[config.mk]
export PLATFORM = sky130hd
export DESIGN_NAME = card_datapath
export DESIGN_NICKNAME = d
export VERILOG_FILES = /design/src/rtl/card_datapath.sv
export SDC_FILE = /design/constraint.sdc
export NUM_CORES = 1
export LEC_CHECK = 0
export BUFFER_PORTS_ARGS = -buffer_cell sky130_fd_sc_hd__buf_2
export CAP_MARGIN = 40
export CORE_MARGIN = 5
export CORE_UTILIZATION = 57
export DETAILED_ROUTE_END_ITERATION = 10
export PLACE_DENSITY = 0.81
export SYNTH_ARGS = -nofsm -noshare
export SYNTH_HDL_FRONTEND = slang
export SYNTH_SLANG_ARGS = --single-unit
[constraint.sdc]
create_clock -name slow_clock -period 5.86 [get_ports slow_clock]
set_input_delay 1.172 -clock slow_clock [delete_from_list [all_inputs] [get_ports slow_clock]]
set_output_delay 1.172 -clock slow_clock [all_outputs]
set_load 0.02 [all_outputs]
[src/rtl/card_datapath.sv]
// Card slot registers for the baccarat round.
// Holds three player and three dealer cards and loads them on controller strobes.
// Derives hand scores and the player third-card value from the stored cards.
// Decodes every slot onto one seven-segment digit.
module card_datapath #(
   parameter int HEX_ACTIVE_LOW = 1
) (
   input  logic       slow_clock,
   input  logic       resetb,
   input  logic [3:0] new_card,
   input  logic       hand_clear,
   input  logic       load_pcard1,
   input  logic       load_pcard2,
   input  logic       load_pcard3,
   input  logic       load_dcard1,
   input  logic       load_dcard2,
   input  logic       load_dcard3,
   output logic [3:0] pscore,
   output logic [3:0] dscore,
   output logic [3:0] pcard3,
   output logic       card_err,
   output logic [6:0] HEX0,
   output logic [6:0] HEX1,
   output logic [6:0] HEX2,
   output logic [6:0] HEX3,
   output logic [6:0] HEX4,
   output logic [6:0] HEX5
);

   logic [3:0] p1, p2, p3, d1, d2, d3;
   logic       card_legal;
   logic [3:0] card_stored;
   logic       any_load;
   logic [4:0] psum, dsum;

   // An illegal code never reaches a slot; the slot reads as empty instead.
   assign card_legal  = (new_card >= 4'd1) && (new_card <= 4'd13);
   assign card_stored = card_legal ? new_card : 4'd0;
   assign any_load    = load_pcard1 | load_pcard2 | load_pcard3 |
                        load_dcard1 | load_dcard2 | load_dcard3;

   // Slot registers and the sticky illegal-card flag; a new round wipes both.
   always_ff @(posedge slow_clock or negedge resetb) begin
      if (!resetb) begin
         p1       <= 4'd0;
         p2       <= 4'd0;
         p3       <= 4'd0;
         d1       <= 4'd0;
         d2       <= 4'd0;
         d3       <= 4'd0;
         card_err <= 1'b0;
      end else if (hand_clear) begin
         p1       <= 4'd0;
         p2       <= 4'd0;
         p3       <= 4'd0;
         d1       <= 4'd0;
         d2       <= 4'd0;
         d3       <= 4'd0;
         card_err <= 1'b0;
      end else begin
         if (load_pcard1) p1 <= card_stored;
         if (load_pcard2) p2 <= card_stored;
         if (load_pcard3) p3 <= card_stored;
         if (load_dcard1) d1 <= card_stored;
         if (load_dcard2) d2 <= card_stored;
         if (load_dcard3) d3 <= card_stored;
         if (any_load && !card_legal) card_err <= 1'b1;
      end
   end

   // Face cards and tens count as zero, as does an empty slot.
   function automatic logic [3:0] game_value(input logic [3:0] c);
      return ((c >= 4'd1) && (c <= 4'd9)) ? c : 4'd0;
   endfunction

   // Sum of three values is at most 27, so two conditional subtractions suffice.
   function automatic logic [3:0] mod10(input logic [4:0] s);
      logic [4:0] r;
      if (s >= 5'd20)      r = s - 5'd20;
      else if (s >= 5'd10) r = s - 5'd10;
      else                 r = s;
      return r[3:0];
   endfunction

   function automatic logic [6:0] seg_low(input logic [3:0] c);
      logic [6:0] pat;
      case (c)
         4'd1:    pat = 7'b0001000;
         4'd2:    pat = 7'b0100100;
         4'd3:    pat = 7'b0110000;
         4'd4:    pat = 7'b0011001;
         4'd5:    pat = 7'b0010010;
         4'd6:    pat = 7'b0000010;
         4'd7:    pat = 7'b1111000;
         4'd8:    pat = 7'b0000000;
         4'd9:    pat = 7'b0010000;
         4'd10:   pat = 7'b1000000;
         4'd11:   pat = 7'b1100001;
         4'd12:   pat = 7'b0011000;
         4'd13:   pat = 7'b0001001;
         default: pat = 7'b1111111;
      endcase
      return pat;
   endfunction

   function automatic logic [6:0] seg(input logic [3:0] c);
      return (HEX_ACTIVE_LOW != 0) ? seg_low(c) : ~seg_low(c);
   endfunction

   assign psum = {1'b0, game_value(p1)} + {1'b0, game_value(p2)} + {1'b0, game_value(p3)};
   assign dsum = {1'b0, game_value(d1)} + {1'b0, game_value(d2)} + {1'b0, game_value(d3)};

   assign pscore = mod10(psum);
   assign dscore = mod10(dsum);
   assign pcard3 = game_value(p3);

   assign HEX0 = seg(p1);
   assign HEX1 = seg(p2);
   assign HEX2 = seg(p3);
   assign HEX3 = seg(d1);
   assign HEX4 = seg(d2);
   assign HEX5 = seg(d3);

endmodule

==> key figures <==
Global routing
  – Global-route usage over all layers: 20.58%
  – Wire length of the first global-routing pass: 13.03 mm
  – Maximum number of pins on one net before global-route repair: 30
  – Number of antenna violations at the first check in global routing: 0
  – Overall overflow remaining after global route: 0
  – Via count of the first global-routing pass: 2978

Power
  – Switching power as a share of total power: 45.08%
  – Reg power frac: 30.4%
  – Largest voltage drop on the vdd net: 0.1740 mV
  – Design internal power: 369.2 uW
  – Net switching power: 303.1 uW
  – Combinational share of power: 54.8%
  – Clock power frac: 14.8%
  – Power density over the cells: 180.9 nW/um^2
  – Static power due to leakage: 1.785 nW

STA
  – Number of failing setup endpoints in the final timing report: 0
  – Fmax: 0.1783 GHz
  – Hold violation count in the final report: 0
  – Summed negative setup slack over all endpoints: 0 ns
  – Slew @ Worst Pin: 0.7225 ns
  – Time the worst path needs with I/O delays and setup: 5.610 ns
  – Unrepaired setup endpoints after global routing: false
  – Slew HR: 51.54%
  – Slew Viols, Final: 0
  – Worst Skew: 0 ns
  – Period Utilization, post-route: 95.73%

Setup path
  – Largest fanout on the critical path: 8
  – CP endpoint kind: output port
  – Startpoint Class: register
  – Worst Setup Path Type: register to output port
  – Worst endpoint required time: 4.69 ns
  – Arrival time of the worst setup path: 4.44 ns

Clocking
  – Clock tree from TritonCTS: done
  – Clock slew seen by the registers of the worst setup and hold paths: 0.08 ns
  – Total clock buffers created by CTS: 3
  – Post-CTS repair timing setup buffer count: 0
  – Maximum clock insertion buffer count: 2
  – H-tree level count: 1
  – Number of sinks on the clock net: 25
  – Cell at the root of the clock tree: clkbuf_8
  – Clock latency reported for the late side of the worst-skew pair: 0.26 ns

Synth
  – Net count after synthesis: 509
  – Mapped cell area: 3317 sq um
  – Dominant synthesized flop cell: dfrtp_1
  – Number of enable flip-flop cells after synthesis: 0
  – Mean area per synthesized cell: 7.471 sq um
  – Count of mapped cells out of synthesis: 444
  – Synth async-reset ratio: 100.0%
  – Synth warn: 0
  – Number of synthesized register bits: 25
  – Unique cell type count in the Yosys netlist: 42
  – Sequential element share of the synthesized area: 18.86%

Route
  – Total Routed Length: 7.706 mm
  – # DRC: 0
  – Total vias in the final route: 3231
  – Detailed Route Iter0 Violations: 118
  – Residual antenna-violating net count after detailed routing: 0
  – Iteration count of the initial detailed-routing pass: 4
  – Post-detailed-route wirelength per cell: 13.69 um
  – Number of vias per cell after detailed routing: 5.739

Placement
  – Number of I/O port buffers: 67
  – Routability congestion estimate: 0.8325
  – Post-DP HPWL: 5.980 mm

Floorplanning
  – Num rows: 27
  – Initial cell density of the core: 59.51%
  – Horizontal die dimension: 86.29 um
  – Die area: 7445 sq um
  – Ports placed on the boundary: 68
  – Area of the core: 5574 sq um
  – Die H: 86.29 um

Cells and area
  – Leading cell type in the layout, fill and taps excluded: buf_2
  – Top library cells by usage in the layout, fill and taps aside: 69 x buf_2, 52 x nor2_1, 47 x o21ai_0
  – Area growth, synth to finish: 12.03%
  – Share of layout cells above drive strength 1: 16.50%
  – Number of diodes added for antenna fixing: 0
  – Number of fill cells in the layout: 483
  – Nets@finish: 557
  – Share of the core filled with cells: 66.67%

Worst hold path
  – Min-delay worst type: register to register

Run
  – Number of max-capacitance violations reported: 0

Run status
  – Status: complete, no violations
-- synthesized netlist by cell type, drive strengths merged (10+ instances only) --
cell / number / area share (%)
nand2b: 15 / 2.8
inv: 35 / 4.0
o21ai: 47 / 7.1
clkbuf: 22 / 2.5
nand2: 45 / 5.1
o31ai: 22 / 5.0
fa: 10 / 6.0
nor2: 52 / 5.9
a21oi: 27 / 4.1
dfrtp: 25 / 19
mux2i: 14 / 4.2
ha: 42 / 16
-- worst max-delay path: stages, from the launching register on --
cell,delay (ns)
dfrtp_1,0.48
inv_1,0.16
ha_1,0.23
nor3b_2,0.27
nand2b_1,0.08
and3_1,0.22
fa_1,0.48
ha_1,0.24
fa_1,0.41
xor2_2,0.23
inv_1,0.09
ha_1,0.18
nor3b_1,0.14
or4_1,0.40
a211o_1,0.32
o211ai_2,0.06
buf_2,0.18
-- flip-flops by register name, summed over array words and instances (netlist names) --
name / count
card_err: 1
d1: 4
d2: 4
d3: 4
p1: 4
p2: 4
p3: 4
-- timing repair --
action / 4_1_cts / 5_1_grt
setup endpoints to repair: 0 / 5
hold buffers: 0 / 0
resized for setup: 0 / 3
-- through the flow --
stage	power [mW]	setup slack, ns	hold WS, ns	cell area, sq um	std cells
after detailed placement	0.5741	0.3906	0.4926	3657	559
after global routing	0.7282	0.01244	0.5183	3716	563
after floorplan	0.4727	0.7402	0.5647	3317	444
after global placement	0.5626	0.5526	0.4839	3647	557
final	0.6723	0.2504	0.5097	3716	563
after CTS	0.6733	0.08479	0.5087	3702	563
-- worst paths after layout --
path                                 startpoint                   end  slack (ns)  depth (start not counted)
max in group asynchronous                resetb     d1[1]$_DFFE_PN0P_        4.59                          1
max reg2reg                   p2[3]$_DFFE_PN0P_     p2[3]$_DFFE_PN0P_        4.71                          2
min in group asynchronous                resetb     p3[3]$_DFFE_PN0P_        0.88                          1
min reg2reg                card_err$_DFFE_PN0P_  card_err$_DFFE_PN0P_        0.51                          2
max                           p3[1]$_DFFE_PN0P_             pscore[1]        0.25                         16
min                        card_err$_DFFE_PN0P_  card_err$_DFFE_PN0P_        0.51                          2
-- area by class of cell --
type                            instances  area [sq um]  share of cell area [%]
Sequential cell                        25         626.9                   16.87
Tap cell                               72         90.09                   2.424
Multi-Input combinational cell        357          2470                   66.46
Timing Repair Buffer                   70         352.8                   9.495
Inverter                               35         131.4                   3.535
Clock buffer                            4         45.04                   1.212
-- logic make-up (layout without fill, tap and decap cells) --
logic type	count (synthesis)	count (layout)	synth area share, %
buffers and inverters	62	109	7.054
muxes	17	17	5.243
xor gates and xnor gates	2	2	0.5282
DFF	25	25	18.86
AOI/OAI and AO/OA	131	131	24.41
adders and majority gates	52	52	21.88
and+or+nand+nor	155	155	22.03
-- routing by layer --
layer / GRT usage (%) / routed length, um / vias up
met1: 27.71 / 3625 / 1514
li1: - / - / 1637
met4: 3.258 / 46 / 0
met2: 35.46 / 3684 / 72
met3: 3.232 / 349 / 8
met5: 0 / 0 / -
-- power by group through the flow --
stage	Sequential, mW	Combinational [mW]	Clock (mW)
floorplan	0.193	0.279	0
global placement	0.207	0.356	0
detailed placement	0.207	0.367	0
CTS	0.204	0.368	0.101
global route	0.207	0.409	0.112
finish	0.204	0.368	0.0995
(Power assumes the default switching activity.)
